## src/rtl/c1541_track_ctrl.sv

```systemverilog
// c1541_track_ctrl
//   Keeps one whole GCR track (16 sectors x 512 bytes) in an external
//   track-buffer RAM. It loads the track from the SD image when the head
//   settles on a new track and writes a modified track back before it
//   leaves that track or the motor stops.
//
// Ports
//   clk32, reset        sole clock; synchronous active-high reset
//   img_mounted         1-cycle pulse: a new image is mounted
//   img_readonly        suppress write-back of modified tracks
//   half_track, mtr     head position (half tracks) and spindle motor
//   gcr_*, ram_ready    GCR engine access to the buffer (READY state only)
//   sd_*                sector-based SD image interface (lba/rd/wr/ack, byte bus)
//   buf_*               track-buffer RAM port, buf_do has 1-cycle latency
//   busy                high while settling or transferring
module c1541_track_ctrl #(
    parameter int SETTLE_CYCLES = 32000
) (
    input  logic        clk32,
    input  logic        reset,
    input  logic        img_mounted,
    input  logic        img_readonly,
    input  logic [6:0]  half_track,
    input  logic        mtr,
    input  logic [12:0] gcr_addr,
    input  logic [7:0]  gcr_di,
    input  logic        gcr_we,
    output logic [7:0]  gcr_do,
    output logic        ram_ready,
    output logic [31:0] sd_lba,
    output logic        sd_rd,
    output logic        sd_wr,
    input  logic        sd_ack,
    input  logic [8:0]  sd_buff_addr,
    input  logic [7:0]  sd_buff_dout,
    input  logic        sd_buff_wr,
    output logic [7:0]  sd_buff_din,
    output logic [12:0] buf_addr,
    output logic [7:0]  buf_di,
    output logic        buf_we,
    input  logic [7:0]  buf_do,
    output logic        busy
);
    localparam int               CNT_W       = (SETTLE_CYCLES > 1) ? $clog2(SETTLE_CYCLES) : 1;
    localparam logic [CNT_W-1:0] SETTLE_LOAD = CNT_W'(SETTLE_CYCLES - 1);
    localparam logic [5:0]       MAX_TRK     = 6'd41;

    typedef enum logic [2:0] {
        IDLE,
        SETTLE,
        FLUSH,
        LOAD,
        READY
    } state_t;

    state_t           state;
    state_t           state_nx;

    logic             mount_ok;       // a valid image has been mounted since reset
    logic             dirty;          // buffer modified since it was loaded
    logic             buf_valid;      // buffer holds loaded_trk completely
    logic             flush_to_idle;  // current FLUSH was caused by the motor stopping
    logic [5:0]       loaded_trk;
    logic [5:0]       trk_latched;
    logic [3:0]       sector;
    logic [CNT_W-1:0] settle_cnt;
    logic             req_q;          // sd_rd / sd_wr request, qualified by state
    logic             ack_q;
    logic             mtr_q;
    logic [6:0]       ht_q;

    logic [5:0]       trk;
    logic             ht_changed;
    logic             mtr_fall;
    logic             xfer;
    logic             sector_done;
    logic             last_done;
    logic             dirty_now;

    // Track index from the head position, clamped to the last track an image can hold.
    assign trk         = (half_track[6:1] > MAX_TRK) ? MAX_TRK : half_track[6:1];
    assign ht_changed  = (half_track != ht_q);
    assign mtr_fall    = mtr_q & ~mtr;
    assign xfer        = (state == FLUSH) || (state == LOAD);
    // A sector is finished when the SD side drops ack after the request was withdrawn.
    assign sector_done = xfer & ack_q & ~sd_ack & ~req_q;
    assign last_done   = sector_done & (sector == 4'd15);
    // A GCR write in the very cycle READY is left still has to be written back.
    assign dirty_now   = dirty | ((state == READY) & gcr_we);

    // ------------------------------------------------------------------
    // State register
    // ------------------------------------------------------------------
    // NOTE: registers are assigned with <= so every always_ff samples the
    // values from before the edge, independent of block ordering.
    always_ff @(posedge clk32) begin
        if (reset) begin
            state <= IDLE;
        end else begin
            state <= state_nx;
        end
    end

    // ------------------------------------------------------------------
    // Next-state logic
    // ------------------------------------------------------------------
    // NOTE: state_nx gets a default before the case so no path leaves it
    // unassigned, which would otherwise infer a latch.
    always_comb begin
        state_nx = state;
        if (img_mounted) begin
            state_nx = mtr ? SETTLE : IDLE;
        end else begin
            unique case (state)
                IDLE: begin
                    if (mount_ok && mtr) state_nx = SETTLE;
                end
                SETTLE: begin
                    if (!ht_changed && settle_cnt == '0) begin
                        if (dirty && !img_readonly)              state_nx = FLUSH;
                        else if (trk != loaded_trk || !buf_valid) state_nx = LOAD;
                        else                                     state_nx = READY;
                    end
                end
                FLUSH: begin
                    if (last_done) state_nx = flush_to_idle ? IDLE : LOAD;
                end
                LOAD: begin
                    // The head may have moved during the load; settle again if so.
                    if (last_done) state_nx = (trk != trk_latched) ? SETTLE : READY;
                end
                READY: begin
                    if (ht_changed)    state_nx = SETTLE;
                    else if (mtr_fall) state_nx = (dirty_now && !img_readonly) ? FLUSH : IDLE;
                end
                default: state_nx = IDLE;
            endcase
        end
    end

    // ------------------------------------------------------------------
    // Datapath registers
    // ------------------------------------------------------------------
    always_ff @(posedge clk32) begin
        if (reset) begin
            mount_ok      <= 1'b0;
            dirty         <= 1'b0;
            buf_valid     <= 1'b0;
            flush_to_idle <= 1'b0;
            loaded_trk    <= '0;
            trk_latched   <= '0;
            sector        <= '0;
            settle_cnt    <= '0;
            req_q         <= 1'b0;
            ack_q         <= 1'b0;
            mtr_q         <= 1'b0;
            ht_q          <= half_track;
        end else begin
            ack_q <= sd_ack;
            mtr_q <= mtr;
            ht_q  <= half_track;

            if (state_nx == SETTLE && (state != SETTLE || ht_changed || img_mounted)) begin
                settle_cnt <= SETTLE_LOAD;
            end else if (settle_cnt != '0) begin
                settle_cnt <= settle_cnt - 1'b1;
            end

            if (img_mounted) begin
                // A new disk invalidates everything and abandons any transfer.
                mount_ok      <= 1'b1;
                dirty         <= 1'b0;
                buf_valid     <= 1'b0;
                flush_to_idle <= 1'b0;
                req_q         <= 1'b0;
            end else begin
                if (state == READY && gcr_we) dirty <= 1'b1;

                if (state == READY && state_nx == FLUSH) flush_to_idle <= 1'b1;

                if (state_nx == FLUSH && state != FLUSH) begin
                    // Write-back targets the track the buffer was loaded from.
                    trk_latched <= loaded_trk;
                    sector      <= '0;
                    req_q       <= 1'b1;
                end else if (state_nx == LOAD && state != LOAD) begin
                    trk_latched <= trk;
                    sector      <= '0;
                    req_q       <= 1'b1;
                    buf_valid   <= 1'b0;
                end else if (xfer) begin
                    if (req_q && sd_ack) req_q <= 1'b0;
                    if (sector_done) begin
                        sector <= sector + 4'd1;
                        if (sector != 4'd15) req_q <= 1'b1;
                    end
                end

                if (state == FLUSH && last_done) begin
                    dirty         <= 1'b0;
                    flush_to_idle <= 1'b0;
                end

                if (state == LOAD && last_done) begin
                    loaded_trk <= trk_latched;
                    buf_valid  <= 1'b1;
                end
            end
        end
    end

    // ------------------------------------------------------------------
    // Buffer port steering
    // ------------------------------------------------------------------
    always_comb begin
        buf_addr  = gcr_addr;
        buf_di    = gcr_di;
        buf_we    = 1'b0;
        ram_ready = 1'b0;
        unique case (state)
            LOAD: begin
                buf_addr = {sector, sd_buff_addr};
                buf_di   = sd_buff_dout;
                buf_we   = sd_buff_wr & sd_ack;
            end
            FLUSH: begin
                buf_addr = {sector, sd_buff_addr};
            end
            READY: begin
                buf_we    = gcr_we;
                ram_ready = 1'b1;
            end
            default: ;
        endcase
    end

    assign gcr_do      = buf_do;
    assign sd_buff_din = buf_do;
    assign sd_rd       = req_q & (state == LOAD);
    assign sd_wr       = req_q & (state == FLUSH);
    assign sd_lba      = {22'd0, trk_latched, sector};
    assign busy        = (state != READY) && (state != IDLE);

endmodule

```

## config.mk

```make
export PLATFORM = sky130hd
export DESIGN_NAME = c1541_track_ctrl
export DESIGN_NICKNAME = d
export VERILOG_FILES = /design/src/rtl/c1541_track_ctrl.sv
export SDC_FILE = /design/constraint.sdc
export NUM_CORES = 1
export LEC_CHECK = 0
export CAP_MARGIN = 20
export CELL_PAD_IN_SITES_DETAIL_PLACEMENT = 1
export CELL_PAD_IN_SITES_GLOBAL_PLACEMENT = 1
export CORE_ASPECT_RATIO = 1.1
export CORE_MARGIN = 1.5
export CORE_UTILIZATION = 30
export DETAILED_ROUTE_END_ITERATION = 16
export HOLD_SLACK_MARGIN = 0.08
export PLACE_DENSITY_LB_ADDON = 0.1
export SLEW_MARGIN = 15
export SYNTH_ARGS = -nofsm -noshare
export SYNTH_HDL_FRONTEND = slang
export SYNTH_SLANG_ARGS = --single-unit
```

## constraint.sdc

```tcl
create_clock -name clk32 -period 3.9 [get_ports clk32]
set_input_delay 0.78 -clock clk32 [delete_from_list [all_inputs] [get_ports clk32]]
set_output_delay 0.78 -clock clk32 [all_outputs]
set_load 0.03 [all_outputs]
```

Yosys cells after proc, flatten, opt, wreduce, memory -nomap -nowiden

Index checks and enable logic that the tools add are counted.

$mul: 0
Add/sub/neg operators: 2
Bitwise gates (word level): 14
Divide/modulo/power cells: 0
Order comparisons: 1
Reduce and logical (&&, ||, !) cells: 37
Equality and inequality tests: 17
Shifts and indexed selects: 0
Mux-type cells: 36

Operators by type and width:

| kind                    | count |
|---|---|
| $mux W15                | 2 |
| $mux W3                 | 10 |
| $mux W6                 | 3 |
| $mux W4                 | 4 |
| $logic_not A15 Y1       | 1 |
| $pmux W3 S5             | 1 |
| $reduce_bool A15 Y1     | 1 |
| $sub A15 B1 Y15 const B | 1 |
| $logic_and A1 B1 Y1     | 13 |
| $mux W13                | 1 |
| $eq A3 B2 Y1 const B    | 4 |
| $ne A6 B6 Y1            | 2 |
| $mux W1                 | 11 |
| $and A1 B1 Y1           | 9 |
| $reduce_bool A3 Y1      | 3 |
| $mux W8                 | 1 |
| $ne A7 B7 Y1            | 1 |
| $eq A3 B1 Y1 const B    | 2 |
| $gt A6 B6 Y1 const B    | 1 |
| $ne A3 B2 Y1 const B    | 2 |
| $reduce_and A2 Y1       | 3 |
| $reduce_bool A2 Y1      | 3 |
| $reduce_or A2 Y1        | 3 |
| $add A4 B1 Y4 const B   | 1 |
| 15 further kinds        | 24 |

Bits in latches: 0
Memories kept: 0
Bits in writable memories: 0
Memory bits (read-only): 0
Word-level logic and storage cells: 121
Bits in registers: 48

Longest topological paths before layout

Gate-level depths: netlist of the first run.

Depth after elaboration: 14
Depth in mapped cells: 11
Mapped depth without buffers: 10

Least setup slack after synthesis of the first run

Ideal clock, no wire load.

Path type: input-to-reg
From: input port half_track[4]
To: register settle_cnt[13]
Data arrival time: 3079 ps
Buffers on the path: 2
Slack: 751 ps
Stages: 9
Required time: 3829 ps
Path through: buf_2 -> o21ai_0 -> a21oi_1 -> a2111oi_2 -> a311oi_2 -> o31ai_2 -> o211ai_2 -> buf_2 -> a21oi_1

Longest elaborated chain between the ends: 12
Elaborated cells on any way between the ends: 22
Classes of those cells: order compare: 1; eq/ne: 4; mux: 10; reduce/logical: 7

RTL lines:

| what                                           | RTL line | text |
|---|---|---|
| from (decl)                                    | 23       | `input logic [6:0] half_track,` |
| $gt A6 B6 Y1                                   | 81       | `assign trk = (half_track[6:1] > MAX_TRK) ? MAX_TRK : half_track[6:1];` |
| $mux W6                                        | 81       |  |
| $ne A6 B6 Y1                                   | 121      | `else if (trk != loaded_trk \|\| !buf_valid) state_nx = LOAD;` |
| $logic_or A1 B1 Y1                             | 121      |  |
| $mux W3                                        | 121      |  |
| $mux W3                                        | 120      | `if (dirty && !img_readonly) state_nx = FLUSH;` |
| $mux W3                                        | 119      | `if (!ht_changed && settle_cnt == '0) begin` |
| $pmux W3 S5                                    | 114      | `unique case (state)` |
| $mux W3                                        | 111      | `if (img_mounted) begin` |
| $eq A3 B1 Y1                                   | 163      | `if (state_nx == SETTLE && (state != SETTLE \|\| ht_changed \|\| img_mounted)) begin` |
| $logic_and A1 B1 Y1 (*)                        | 163      |  |
| $mux W15 or $reduce_bool A2 Y1 (tied branches) | --       |  |
| to (signal assigned)                           | 166      | `settle_cnt <= settle_cnt - 1'b1;` |
| to (decl)                                      | 66       | `logic [CNT_W-1:0] settle_cnt;` |

Mark *: on every way between the ends. The rest lies on a longest branch, timed or not.
A chain may end at the register's enable or synchronous reset.

Worst setup path after layout of the first run

From: register state[1]
To: output port buf_di[2]

Longest elaborated chain between the ends: 2

RTL lines:

| what                   | RTL line | text |
|---|---|---|
| from (decl)            | 56       | `state_t state;` |
| from (signal assigned) | 100      | `state <= state_nx;` |
| $eq A3 B2 Y1           | 220      | `unique case (state)` |
| $mux W8                | 220      |  |
| to (decl)              | 39       | `output logic [7:0] buf_di,` |

Every way passes these cells.

==> results of run 1 <==
-- cell usage after synthesis (all sizes together) (9+ instances only) --
cell type	n	area share, %
nor2	38	4.7
dfxtp	48	32
clkbuf	15	1.9
o21ai	11	1.8
buf	41	9.9
a21oi	26	4.3
xor2	19	5.5
nand2	59	7.3
xnor2	9	2.6
-- layout make-up --
type | instances | area, sq um | share of cell area (%)
clock buffers | 6 | 72.6 | 1.85
well taps | 120 | 150 | 3.83
flip-flops and latches | 48 | 961 | 24.5
inverters | 8 | 30.0 | 0.766
clock inverters | 1 | 5.00 | 0.128
multi-input cells | 292 | 1770 | 45.1
repair buffers | 95 | 933 | 23.8
-- layer usage --
layer  global-route usage [%]  wire [um]
met1                     19.6       3790
met2                     29.8       4550
met3                     3.30        286
met4                     3.88         89
met5                        0          0
-- power groups by stage --
stage	registers, mW	logic [mW]	clock network, mW
2_1_floorplan	0.551	0.250	0
3_3_place_gp	0.559	0.310	0
5_1_grt	0.553	0.344	0.323
4_1_cts	0.549	0.317	0.303
6_report	0.549	0.314	0.291
3_5_place_dp	0.561	0.315	0
-- state kept, by name, indices dropped and copies added, names as in the netlist --
register	cells
ack_q	1
buf_valid	1
dirty	1
flush_to_idle	1
ht_q	7
loaded_trk	6
mount_ok	1
mtr_q	1
req_q	1
sector	4
settle_cnt	15
state	3
trk_latched	6
-- path summary, 6_finish.rpt --
kind	from	endpoint	slack, ns
hold / removal	mount_ok$_SDFFE_PP0P_	mount_ok$_SDFFE_PP0P_	0.48
setup / recovery	state[1]$_SDFF_PP0_	buf_di[2]	0.56
setup reg to reg	settle_cnt[5]$_SDFFE_PP0P_	trk_latched[4]$_SDFFE_PP0P_	0.84
hold reg to reg	mount_ok$_SDFFE_PP0P_	mount_ok$_SDFFE_PP0P_	0.48
-- worst max-delay path, stage by stage (launching register included) --
cell	delay (ns)
dfxtp_1	0.44
nor2b_1	0.16
buf_4	0.24
nand2_1	0.39
mux2_2	0.36
clkdlybuf4s50_1	0.67
-- kinds of logic (layout without fill, tap and decap cells) --
kind of cell    after synthesis  after routing  share of synthesized area (%)
fa+ha+maj                     2              2                          0.824
xor+xnor                     28             28                           8.07
flops                        48             48                           31.6
mux                          15             15                           5.27
buf+inv                      64            110                           12.7
simple gates                155            155                           25.0
compound gates               70             70                           16.4
other cells                   1             22                          0.123
==> flow_metrics.py, run 1 <==
metrics = {
    "synthesis": {
        "synth-main-ff-cell": "dfxtp_1",
        "synth_area_per_cell_sq_um": 7.93,
        "synth_warnings": 0,
        "synth.distinct_cells": 57,
        "yosysSeqAreaShare_pct": 31.6,
        "postSynthCellCount": 383,
        "synth-edff-count": 0,
        "synth_area_sq_um": 3040,
        "ys_ff_latch": 48,
        "synth_async_sr_flop_share_pct": 0,
    },
    "power": {
        "power_density_nw_per_um2": 294,
        "p_leak_nw": 1.50,
        "comb_power_share_pct": 27.2,
        "netSwitchingPower_mw": 0.369,
        "switching_share_pct": 32.0,
        "seqPwrFrac_pct": 47.6,
        "pwr-share-clk_pct": 25.2,
        "vdd_drop_max_uv": 124,
        "power.total_mw": 1.15,
        "p_int_mw": 0.785,
    },
    "place": {
        "portBuffers": 88,
        "placedCellCount": 563,
        "place_area_sq_um": 3840,
        "dp_hpwl_um": 6820,
        "gp_congestion": 0.805,
        "dpl_worst_slack_ns": 0.320,
    },
    "clock_network": {
        "cts_buffer_depth": 2,
        "clockRootBuffer": "clkbuf_8",
        "cts_resized": 0,
        "path_clk_slew_ns": 0.09,
        "cts.sinks": 48,
        "insertion_delay_ns": 0.30,
        "cts_inserted_buffers": 5,
        "post_cts_buffers": 0,
        "cts_hold_buf": 0,
        "h-tree-depth": 2,
        "cts_tree": "built",
    },
    "route": {
        "drt-initial-drc-count": 84,
        "avgViaCountPerCell": 4.91,
        "drtAntennaViolNets": 0,
        "wire_per_inst_um": 15.3,
        "vias": 2797,
        "first_pass_iters": 12,
        "drt-total-wl_um": 8720,
        "drcViolationCount": 1,
    },
    "job": {
        "drv_cap": 0,
    },
    "sta": {
        "fmax_mhz": 299,
        "rsz0062_at_grt": "false",
        "finalCritPeriodShare_pct": 85.6,
        "relSlewSlack_pct": 42.2,
        "setup_tns_ns": 0,
        "hold_violations": 0,
        "slew_viol_final": 0,
        "tightest_slew_ns": 0.859,
        "period_needed_ns": 3.34,
        "holdWs_ns": 0.478,
        "fin_ws_ns": 0.560,
        "skew_ns": 0.00450,
        "setup_viol": 0,
    },
    "worst_hold_path": {
        "min_delay_path_depth": 2,
        "holdCritPathClass": "reg -> reg",
    },
    "finish": {
        "drive_above_1_share_pct": 7.56,
        "final_area_sq_um": 3920,
        "antenna_cells": 0,
        "fill_cells": 1182,
        "fin_util_pct": 39.8,
        "syn_to_final_growth_pct": 29.1,
        "nets": 513,
        "mostFrequentLayoutCells": "88 x clkdlybuf4s50_1, 59 x nand2_1, 48 x dfxtp_1",
        "mostFrequentLayoutCell": "clkdlybuf4s50_1",
        "layout.cells.non_filler": 570,
    },
    "floorplanning": {
        "io_pins": 135,
        "die_y_um": 109,
        "row_count": 38,
        "die_area_sq_um": 10700,
        "initial_utilization_pct": 30.9,
        "dieWidth_um": 98.9,
        "design.core.area_sq_um": 9840,
    },
    "worst_setup_path": {
        "critPathMaxFanout": 19,
        "start_kind": "flop",
        "rr_worst_depth": 9,
        "worstSetupEndpointType": "primary output",
        "cp.required_ns": 3.12,
        "criticalPathCategory": "reg -> out",
        "worstPathArrival_ns": 2.56,
    },
    "global_route": {
        "grt_usage_pct": 16.3,
        "overflow": 0,
        "grt_first_pass_wirelength_um": 14000,
        "grt_pass1_vias": 2886,
        "antenna_found_initial": 0,
        "grt_max_degree": 21,
    },
    "run_status": {
        "status": "complete, but fails checks",
        "violations": "DRC",
    },
}
Power figures use the tool's default switching activity.
==> run 2, diff against run 1 <==
Settings changed: CTS_CLUSTER_SIZE set to 24.
==> results of run 2 <==
No change in the layout: final DEF, timing and power equal those of run 1.
